File: config.mk
export PLATFORM = sky130hd
export DESIGN_NAME = frame_buffer_arbiter_flat
export DESIGN_NICKNAME = d
export VERILOG_FILES = /design/src/rtl/frame_buffer_arbiter_if.sv /design/src/rtl/frame_buffer_arbiter.sv /design/src/flat_wrapper.sv
export SDC_FILE = /design/constraint.sdc
export NUM_CORES = 1
export LEC_CHECK = 0
export CORE_MARGIN = 4
export CORE_UTILIZATION = 40
export CTS_CLUSTER_DIAMETER = 60
export DETAILED_ROUTE_END_ITERATION = 16
export GPL_TIMING_DRIVEN = 0
export HOLD_SLACK_MARGIN = 0.08
export PLACE_DENSITY = 0.7
export SLEW_MARGIN = 20
export SYNTH_ARGS = -nofsm -noshare
export SYNTH_HDL_FRONTEND = slang
export SYNTH_SLANG_ARGS = --single-unit
export TNS_END_PERCENT = 10
File: constraint.sdc
create_clock -name CLOCK_50 -period 13.32 [get_ports CLOCK_50]
set_clock_uncertainty 0.05 [all_clocks]
set_input_delay 3.33 -clock CLOCK_50 [delete_from_list [all_inputs] [get_ports CLOCK_50]]
set_output_delay 3.33 -clock CLOCK_50 [all_outputs]
set_load 0.02 [all_outputs]
File: src/rtl/frame_buffer_arbiter_if.sv
// Bus between the frame-buffer arbiter, its clients and the pixel RAM.
// slave is the arbiter's view; master is the clients/RAM view.
interface frame_buffer_arbiter_if #(
  parameter int DATA_W = 8,
  parameter int ADDR_W = 15,
  parameter int NUM_WR = 4
);
  logic                   vid_req;
  logic [9:0]             vid_x;
  logic [8:0]             vid_y;
  logic [DATA_W-1:0]      vid_rgb;
  logic                   vid_valid;
  logic [NUM_WR-1:0]      wr_req;
  logic [NUM_WR*10-1:0]   wr_x;
  logic [NUM_WR*9-1:0]    wr_y;
  logic [NUM_WR*DATA_W-1:0] wr_data;
  logic [NUM_WR-1:0]      wr_grant;
  logic                   clear_start;
  logic                   clear_busy;
  logic                   clear_done;
  logic [ADDR_W-1:0]      mem_addr;
  logic                   mem_we;
  logic [DATA_W-1:0]      mem_wdata;
  logic [DATA_W-1:0]      mem_rdata;

  modport slave (
    input  vid_req, vid_x, vid_y,
    output vid_rgb, vid_valid,
    input  wr_req, wr_x, wr_y, wr_data,
    output wr_grant,
    input  clear_start,
    output clear_busy, clear_done,
    output mem_addr, mem_we, mem_wdata,
    input  mem_rdata
  );

  modport master (
    output vid_req, vid_x, vid_y,
    input  vid_rgb, vid_valid,
    output wr_req, wr_x, wr_y, wr_data,
    input  wr_grant,
    output clear_start,
    input  clear_busy, clear_done,
    input  mem_addr, mem_we, mem_wdata,
    output mem_rdata
  );
endinterface

File: src/rtl/frame_buffer_arbiter.sv
// Single-port frame-buffer owner: video reads first, then the
// clear sequencer, then round-robin game writers.
module frame_buffer_arbiter #(
  parameter int WIDTH  = 160,
  parameter int HEIGHT = 120,
  parameter int DATA_W = 8,
  parameter int ADDR_W = 15,
  parameter int NUM_WR = 4,
  parameter logic [DATA_W-1:0] CLEAR_COLOR = '0
) (
  input logic CLOCK_50,
  input logic reset,
  frame_buffer_arbiter_if.slave bus
);

  localparam int LG_W = $clog2(NUM_WR);
  localparam logic [ADDR_W-1:0] LAST_A =
    ADDR_W'(WIDTH * HEIGHT - 1);

  typedef enum logic {
    IDLE  = 1'b0,
    CLEAR = 1'b1
  } state_e;

  state_e state_q, state_d;
  logic [ADDR_W-1:0] clr_addr_q, clr_addr_d;
  logic [LG_W-1:0]   last_q, last_d;
  logic              done_pend_q, done_pend_d;
  logic              done_q;
  logic              vp1_q, vh1_q;
  logic              vp2_q, vh2_q;
  logic              vld_q;
  logic [DATA_W-1:0] rgb_q, rgb_d;
  logic [ADDR_W-1:0] maddr_q, maddr_d;
  logic              mwe_q, mwe_d;
  logic [DATA_W-1:0] mwd_q, mwd_d;

  function automatic logic in_rng(
    input logic [9:0] x,
    input logic [8:0] y
  );
    return (32'(x) < WIDTH) && (32'(y) < HEIGHT);
  endfunction

  function automatic logic [ADDR_W-1:0] pix_addr(
    input logic [9:0] x,
    input logic [8:0] y
  );
    return ADDR_W'(y) * ADDR_W'(WIDTH) + ADDR_W'(x);
  endfunction

  logic              vid_hit;
  logic [ADDR_W-1:0] vid_addr;

  assign vid_hit  = bus.vid_req &
                    in_rng(bus.vid_x, bus.vid_y);
  assign vid_addr = pix_addr(bus.vid_x, bus.vid_y);

  // Round-robin search starting after the last winner
  logic              wr_found;
  logic [LG_W-1:0]   wr_sel;
  logic [LG_W-1:0]   cand;
  logic              wr_ok;
  logic [9:0]        sx;
  logic [8:0]        sy;
  logic [DATA_W-1:0] sd;
  logic [NUM_WR-1:0] grant;

  always_comb begin
    wr_found = 1'b0;
    wr_sel   = last_q;
    cand     = last_q;
    for (int k = 1; k <= NUM_WR; k++) begin
      cand = LG_W'((int'(last_q) + k) % NUM_WR);
      if (!wr_found && bus.wr_req[cand]) begin
        wr_found = 1'b1;
        wr_sel   = cand;
      end
    end
  end

  always_comb begin
    sx    = bus.wr_x[wr_sel * 10 +: 10];
    sy    = bus.wr_y[wr_sel * 9 +: 9];
    sd    = bus.wr_data[wr_sel * DATA_W +: DATA_W];
    wr_ok = wr_found && (state_q == IDLE) &&
            !vid_hit && reset;
    grant = '0;
    if (wr_ok) grant[wr_sel] = 1'b1;
  end

  always_ff @(posedge CLOCK_50 or negedge reset) begin
    if (!reset) begin
      state_q     <= IDLE;
      clr_addr_q  <= '0;
      last_q      <= LG_W'(NUM_WR - 1);
      done_pend_q <= 1'b0;
      done_q      <= 1'b0;
      vp1_q       <= 1'b0;
      vh1_q       <= 1'b0;
      vp2_q       <= 1'b0;
      vh2_q       <= 1'b0;
      vld_q       <= 1'b0;
      rgb_q       <= '0;
      maddr_q     <= '0;
      mwe_q       <= 1'b0;
      mwd_q       <= '0;
    end else begin
      state_q     <= state_d;
      clr_addr_q  <= clr_addr_d;
      last_q      <= last_d;
      done_pend_q <= done_pend_d;
      done_q      <= done_pend_q;
      vp1_q       <= bus.vid_req;
      vh1_q       <= vid_hit;
      vp2_q       <= vp1_q;
      vh2_q       <= vh1_q;
      vld_q       <= vp2_q;
      rgb_q       <= rgb_d;
      maddr_q     <= maddr_d;
      mwe_q       <= mwe_d;
      mwd_q       <= mwd_d;
    end
  end

  always_comb begin
    state_d     = state_q;
    clr_addr_d  = clr_addr_q;
    done_pend_d = 1'b0;
    unique case (state_q)
      IDLE: begin
        if (bus.clear_start) begin
          state_d    = CLEAR;
          clr_addr_d = '0;
        end
      end
      CLEAR: begin
        if (!vid_hit) begin
          clr_addr_d = clr_addr_q + 1'b1;
          if (clr_addr_q == LAST_A) begin
            state_d     = IDLE;
            clr_addr_d  = '0;
            done_pend_d = 1'b1;
          end
        end
      end
      default: state_d = IDLE;
    endcase
  end

  // Port action for this cycle; idle cycles keep addr/data stable
  always_comb begin
    maddr_d = maddr_q;
    mwd_d   = mwd_q;
    mwe_d   = 1'b0;
    last_d  = last_q;
    rgb_d   = vh2_q ? bus.mem_rdata : '0;
    if (vid_hit) begin
      maddr_d = vid_addr;
    end else if (state_q == CLEAR) begin
      maddr_d = clr_addr_q;
      mwd_d   = CLEAR_COLOR;
      mwe_d   = 1'b1;
    end else if (wr_ok) begin
      last_d = wr_sel;
      if (in_rng(sx, sy)) begin
        maddr_d = pix_addr(sx, sy);
        mwd_d   = sd;
        mwe_d   = 1'b1;
      end
    end
  end

  assign bus.vid_rgb    = rgb_q;
  assign bus.vid_valid  = vld_q;
  assign bus.wr_grant   = grant;
  assign bus.clear_busy = (state_q == CLEAR);
  assign bus.clear_done = done_q;
  assign bus.mem_addr   = maddr_q;
  assign bus.mem_we     = mwe_q;
  assign bus.mem_wdata  = mwd_q;

endmodule

File: src/flat_wrapper.sv
// flat-port wrapper written by rule: the top's interface ports become plain ports
module frame_buffer_arbiter_flat 
#(
  parameter int WIDTH  = 160,
  parameter int HEIGHT = 120,
  parameter int DATA_W = 8,
  parameter int ADDR_W = 15,
  parameter int NUM_WR = 4,
  parameter logic [DATA_W-1:0] CLEAR_COLOR = '0
)
  (CLOCK_50, reset, bus_vid_req, bus_vid_x, bus_vid_y, bus_vid_rgb, bus_vid_valid, bus_wr_req, bus_wr_x, bus_wr_y, bus_wr_data, bus_wr_grant, bus_clear_start, bus_clear_busy, bus_clear_done, bus_mem_addr, bus_mem_we, bus_mem_wdata, bus_mem_rdata);
  frame_buffer_arbiter_if #(.DATA_W(DATA_W), .ADDR_W(ADDR_W), .NUM_WR(NUM_WR)) bus_i ();
  input logic CLOCK_50;
  input logic reset;
  input wire logic [$bits(bus_i.vid_req)-1:0] bus_vid_req;
  input wire logic [$bits(bus_i.vid_x)-1:0] bus_vid_x;
  input wire logic [$bits(bus_i.vid_y)-1:0] bus_vid_y;
  output wire logic [$bits(bus_i.vid_rgb)-1:0] bus_vid_rgb;
  output wire logic [$bits(bus_i.vid_valid)-1:0] bus_vid_valid;
  input wire logic [$bits(bus_i.wr_req)-1:0] bus_wr_req;
  input wire logic [$bits(bus_i.wr_x)-1:0] bus_wr_x;
  input wire logic [$bits(bus_i.wr_y)-1:0] bus_wr_y;
  input wire logic [$bits(bus_i.wr_data)-1:0] bus_wr_data;
  output wire logic [$bits(bus_i.wr_grant)-1:0] bus_wr_grant;
  input wire logic [$bits(bus_i.clear_start)-1:0] bus_clear_start;
  output wire logic [$bits(bus_i.clear_busy)-1:0] bus_clear_busy;
  output wire logic [$bits(bus_i.clear_done)-1:0] bus_clear_done;
  output wire logic [$bits(bus_i.mem_addr)-1:0] bus_mem_addr;
  output wire logic [$bits(bus_i.mem_we)-1:0] bus_mem_we;
  output wire logic [$bits(bus_i.mem_wdata)-1:0] bus_mem_wdata;
  input wire logic [$bits(bus_i.mem_rdata)-1:0] bus_mem_rdata;
  assign bus_i.vid_req = bus_vid_req;
  assign bus_i.vid_x = bus_vid_x;
  assign bus_i.vid_y = bus_vid_y;
  assign bus_vid_rgb = bus_i.vid_rgb;
  assign bus_vid_valid = bus_i.vid_valid;
  assign bus_i.wr_req = bus_wr_req;
  assign bus_i.wr_x = bus_wr_x;
  assign bus_i.wr_y = bus_wr_y;
  assign bus_i.wr_data = bus_wr_data;
  assign bus_wr_grant = bus_i.wr_grant;
  assign bus_i.clear_start = bus_clear_start;
  assign bus_clear_busy = bus_i.clear_busy;
  assign bus_clear_done = bus_i.clear_done;
  assign bus_mem_addr = bus_i.mem_addr;
  assign bus_mem_we = bus_i.mem_we;
  assign bus_mem_wdata = bus_i.mem_wdata;
  assign bus_i.mem_rdata = bus_mem_rdata;
  frame_buffer_arbiter #(.WIDTH(WIDTH), .HEIGHT(HEIGHT), .DATA_W(DATA_W), .ADDR_W(ADDR_W), .NUM_WR(NUM_WR), .CLEAR_COLOR(CLEAR_COLOR)) u_core (.CLOCK_50(CLOCK_50), .reset(reset), .bus(bus_i));
endmodule
# Word-level counts from Yosys, hierarchy flattened
# Cells that the tools add are included.
[word_totals]
register_bits = 57
input_bits = 143
out_inout_bits = 39
[op_classes]
addsub = 7
mul = 4
order_cmp = 10
eq_ne = 3
n_shift = 3
n_mux = 42
bitwise = 3
n_reduce_logical = 21
[ops]
columns = ["operator", "n"]
rows = [
  ["two-way mux 15 bit", 7],
  ["indexed part select 40 x 7 -> 10 bit", 1],
  ["indexed part select 36 x 7 -> 9 bit", 1],
  ["two-way mux 8 bit", 4],
  ["indexed part select 32 x 6 -> 8 bit", 1],
  ["adder 15 x 10 -> 15 bit", 2],
  ["case mux 15 bit (2 select lines)", 1],
  ["less-than comparator 10 x 8 -> 1 bit (second input constant)", 2],
  ["multiplier 9 x 3 -> 10 bit (second input constant)", 2],
  ["two-way mux 1 bit", 19],
  ["less-than comparator 9 x 7 -> 1 bit (second input constant)", 2],
  ["adder 15 x 1 -> 15 bit (second input constant)", 1],
  ["== test 15 bit (second input constant)", 1],
  ["less-than comparator 2 x 3 -> 1 bit (second input constant)", 5],
  ["logical AND 1 bit", 9],
  ["binary-select mux 1 bit (select 2 bit)", 4],
  ["two-way mux 2 bit", 4],
  ["multiplier 2 x 4 -> 6 bit (second input constant)", 1],
  ["AND reduction 3 bit", 2],
  ["nonzero test 3 bit", 2],
  ["multiplier 2 x 3 -> 5 bit (second input constant)", 1],
  ["adder 2 x 1 -> 2 bit (second input constant)", 2],
  ["adder 2 bit (second input constant)", 2],
  ["zero test 1 bit", 4],
  ["other kinds (9)", 13],
]

# Depth between registers and ports, before layout
[logic_depth]
ltp_word = 21
ltp_mapped = 21
depth_no_buf = 17

# Worst setup path before layout
# No wires, ideal clock.
[synth_path]
kind = "input -> output"
start = "in bus_wr_req[1]"
end = "out bus_wr_grant[0]"
arrival_time_ns = 5.390
t_required_ns = 9.940
slack_ns = 4.550
path_stages = 8
n_path_buf = 3
cell_sequence = "or2b_2 -> nor2_1 -> nor3_2 -> buf_4 -> buf_2 -> buf_1 -> nand2_1 -> nor2_1"
[synth_between]
elab_chain_len = 17
word_cells_on_any_way = 31
[synth_lines]
columns = ["element", "line_no", "rtl"]
rows = [
  ["start: declaration", "flat_wrapper.sv:20", "input wire logic [$bits(bus_i.wr_req)-1:0] bus_wr_req;"],
  ["binary-select mux 1 bit (select 2 bit)", "frame_buffer_arbiter.sv:75", "if (!wr_found && bus.wr_req[cand]) begin"],
  ["two-way mux 1 bit (implied by the code)", "frame_buffer_arbiter.sv:75", ""],
  ["two-way mux 1 bit", "frame_buffer_arbiter.sv:75", ""],
  ["zero test 1 bit", "frame_buffer_arbiter.sv:75", ""],
  ["logical AND 1 bit", "frame_buffer_arbiter.sv:75", ""],
  ["two-way mux 1 bit", "frame_buffer_arbiter.sv:75", ""],
  ["zero test 1 bit", "frame_buffer_arbiter.sv:75", ""],
  ["logical AND 1 bit", "frame_buffer_arbiter.sv:75", ""],
  ["two-way mux 1 bit", "frame_buffer_arbiter.sv:75", ""],
  ["zero test 1 bit", "frame_buffer_arbiter.sv:75", ""],
  ["logical AND 1 bit", "frame_buffer_arbiter.sv:75", ""],
  ["two-way mux 2 bit", "frame_buffer_arbiter.sv:75", ""],
  ["less-than comparator 2 x 3 -> 1 bit (implied by the code) or greater-or-equal comparator 2 x 1 -> 1 bit (tied branches)", "frame_buffer_arbiter.sv:89", "if (wr_ok) grant[wr_sel] = 1'b1;"],
  ["logical AND 1 bit (implied by the code)", "frame_buffer_arbiter.sv:89", ""],
  ["two-way mux 1 bit (implied by the code)", "frame_buffer_arbiter.sv:89", ""],
  ["demux 1 bit (select 2 bit)", "--", ""],
  ["two-way mux 4 bit *", "frame_buffer_arbiter.sv:89", ""],
  ["end: declaration", "flat_wrapper.sv:24", "output wire logic [$bits(bus_i.wr_grant)-1:0] bus_wr_grant;"],
]
# Every way passes the cells marked *; elsewhere a longest branch is shown, timed or not. The select of a mux whose other input is x is not followed.

# Worst setup path in the final report
# Same ends and word-level chain as after synthesis.

==> out/qor.yml <==
synth_top_area_share_pct: 27.8
async_reset_ff_share_pct: 100
fin_crit_sh_pct: 77.2
drive_above_1_share_pct: 7.43
irDropWorstVdd_v: 0.000138
slew_viol_final: 0
htree_levels: 3
grt_pass1_wl_um: 27000
syn_area_sq_mm: 0.00495
setup_tns_ps: 0
avgRoutedWirePerCell_um: 17.9
postRouteAntennaNets: 0
reg2reg_setup_slack_ps: 7350
status: "completed"
die_w_um: 119
syn_to_final_growth_pct: 46.8
place_area_sq_mm: 0.00697
final_cell_area_sq_mm: 0.00727
power.density_mw_per_mm2: 134
hold_buffers: 0
start_util_pct: 41.1
clock_sinks: 57
clock.fmax_mhz: 97.2
first_iter_violations: 365
ys_warn_count: 0
cp.required_ps: 9940
ys_types: 62
dr.pass1.iters: 4
rsz0062_at_grt: "no"
routed_via_density: 5.53
cts_buffers: 9
synth_nets: 750
place_inst: 919
cts_tree: "built"
instances_no_fill: 935
wl_um: 16700
coreArea_sq_mm: 0.0121
cp-start-kind: "input pin"
fillers: 1074
port_buffers: 181
rows: 40
ys_ff_latch: 57
antenna_found_initial: 0
clock_latency_ps: 330
synth-edff-count: 0
setup_viol: 0
clk_pin_slew_ps: 50
synth_top_area_cell: "dfrtp_1"
avgSynthCellArea_sq_um: 8.69
finalNetCount: 942
endpoint_kind: "primary output"
timing.rr.start: "u_core.last_q[0]"
dieArea_sq_mm: 0.0142
synth_cells: 570
crit_fanout: 10
cts-root-buf: "clkbuf_16"
worstHoldStart: "u_core.vh1_q"
n_antenna_cell: 0
worst_pin_slew_ps: 847
cp.arrival_ps: 6900
pin_count: 182
slew_headroom_pct: 43.4
drc: 0
cts_buffer_depth: 2
drv_cap: 0
yosysSeqAreaShare_pct: 28.8
period_minus_slack_ps: 10280
crit_start: "bus_wr_req[1]"
die_h_um: 119
grt_pass1_vias: 5257
crit_type: "in2out"
finalHoldViolCount: 0
cts_resized: 0
synth_area_leaders: "dfrtp_1 (28%), ha_1 (8.3%), mux2i_1 (7.7%)"
holdCritPathClass: "reg2reg"
post-dp-hpwl_um: 13500
grt_usage_pct: 23.4
p_leak_nw: 3.15
place_congestion: 0.900
ys.flop_type: "dfrtp_1"
cts_setup_buffers: 0
vias: 5175
total_power_w: 0.000977
overflow: 0
grt_max_degree: 59
## Yosys cell counts (3+ instances only)
| master | count |
|---|---|
| a211oi_1 | 5 |
| a21boi_0 | 3 |
| a21o_1 | 6 |
| a21oi_1 | 20 |
| a221oi_1 | 3 |
| a22oi_1 | 6 |
| a2bb2oi_1 | 4 |
| a31oi_1 | 8 |
| and2_1 | 13 |
| and3_1 | 14 |
| buf_1 | 4 |
| buf_2 | 4 |
| buf_6 | 3 |
| clkbuf_1 | 14 |
| dfrtp_1 | 55 |
| fa_1 | 4 |
| ha_1 | 33 |
| inv_1 | 23 |
| mux2_2 | 14 |
| mux2_4 | 6 |
| mux2i_1 | 38 |
| nand2_1 | 62 |
| nand2b_1 | 9 |
| nand3_1 | 28 |
| nand4_1 | 9 |
| nor2_1 | 37 |
| nor2b_1 | 5 |
| nor3_1 | 7 |
| nor4_1 | 8 |
| o21ai_0 | 38 |
| o21bai_1 | 3 |
| o311ai_0 | 7 |
| o31ai_1 | 4 |
| o41ai_1 | 5 |
| or3_1 | 4 |
| xnor2_1 | 18 |
| xor2_1 | 13 |
## cells in the final DEF (no fill, tap or decap), types with 15 or more instances in the layout
master | synthesis | layout
nand3_1 | 28 | 28
inv_1 | 23 | 23
clkdlybuf4s50_1 | 0 | 180
nor2_1 | 37 | 37
dfrtp_1 | 55 | 55
mux2i_1 | 38 | 38
clkbuf_1 | 14 | 15
xnor2_1 | 18 | 18
nand2_1 | 62 | 62
ha_1 | 33 | 33
a21oi_1 | 20 | 20
o21ai_0 | 38 | 38
## state kept, by name, summed over array words and instances, names as in the netlist
register	flops
u_core.vh1_q	1
u_core.bus.vid_rgb	8
u_core.last_q	2
u_core.bus.clear_busy	1
u_core.done_pend_q	1
u_core.bus.mem_addr	15
u_core.clr_addr_q	15
u_core.bus.mem_we	1
u_core.bus.mem_wdata	8
u_core.bus.vid_valid	1
u_core.vp2_q	1
u_core.vh2_q	1
u_core.bus.clear_done	1
u_core.vp1_q	1
## cells by family (layout without fill, tap and decap cells)
logic type                 Yosys count  count (layout)  synth area share (%)
adders and majority gates           37              37                  9.95
buffers and inverters               50             247                  4.49
xor gates and xnor gates            31              31                  5.48
AOI/OAI and AO/OA                  128             128                  17.5
DFF                                 57              57                  28.8
muxes                               58              58                  12.7
and+or+nand+nor                    209             209                  21.0
## worst paths after layout
check	to	cells after the start
max	bus_wr_grant[0]	10
min	u_core.vh2_q	0
max reg2reg	u_core.bus.mem_addr[13]	20
min reg2reg	u_core.vh2_q	0
max in group asynchronous	u_core.clr_addr_q[13]	1
min in group asynchronous	u_core.bus.mem_wdata[7]	1
## routing by layer
layer | wire length (um) | vias to the layer above | global-route usage (%)
met2 | 7880 | 222 | 39.0
li1 | - | 2463 | -
met3 | 1490 | 23 | 6.89
met4 | 217 | 0 | 5.23
met1 | 7150 | 2467 | 30.0
met5 | 0 | - | 0
## metrics by stage
stage / hold slack, ps / setup slack [ps] / utilization, %
finish: 295 / 3040 / 60.3
floorplan: 281 / 4550 / -
global route: 309 / 2830 / 60.3
CTS: 297 / 3070 / 60.3
global placement: 287 / 2600 / 57.8
detailed placement: 286 / 3090 / 57.8
## power by group
| group | total, W | switching [W] | internal, W |
|---|---|---|---|
| logic | 0.000534 | 0.000286 | 0.000248 |
| clock network | 0.000227 | 0.0000780 | 0.000149 |
| registers | 0.000216 | 0.0000195 | 0.000196 |
## worst max-delay path, cell delays in order
cell and delay [ps]:
clkdlybuf4s50_1 450, or2b_2 200, nor2_1 90, nor3_2 680, buf_4 340, buf_2 300, buf_1 560, nand2_1 190
nor2_1 140, clkdlybuf4s50_1 620
## layout make-up
class / instances / area [sq um] / share of cell area [%]
multi-input cells: 463 / 3300 / 45.4
plain buffers: 27 / 136 / 1.88
clock buffers: 11 / 243 / 3.34
repair buffers: 181 / 1810 / 24.9
flip-flops and latches: 57 / 1430 / 19.6
well taps: 168 / 210 / 2.89
clock inverters: 5 / 55.1 / 0.757
inverters: 23 / 86.3 / 1.19
Note: power is estimated with default switching activity, not from simulation.
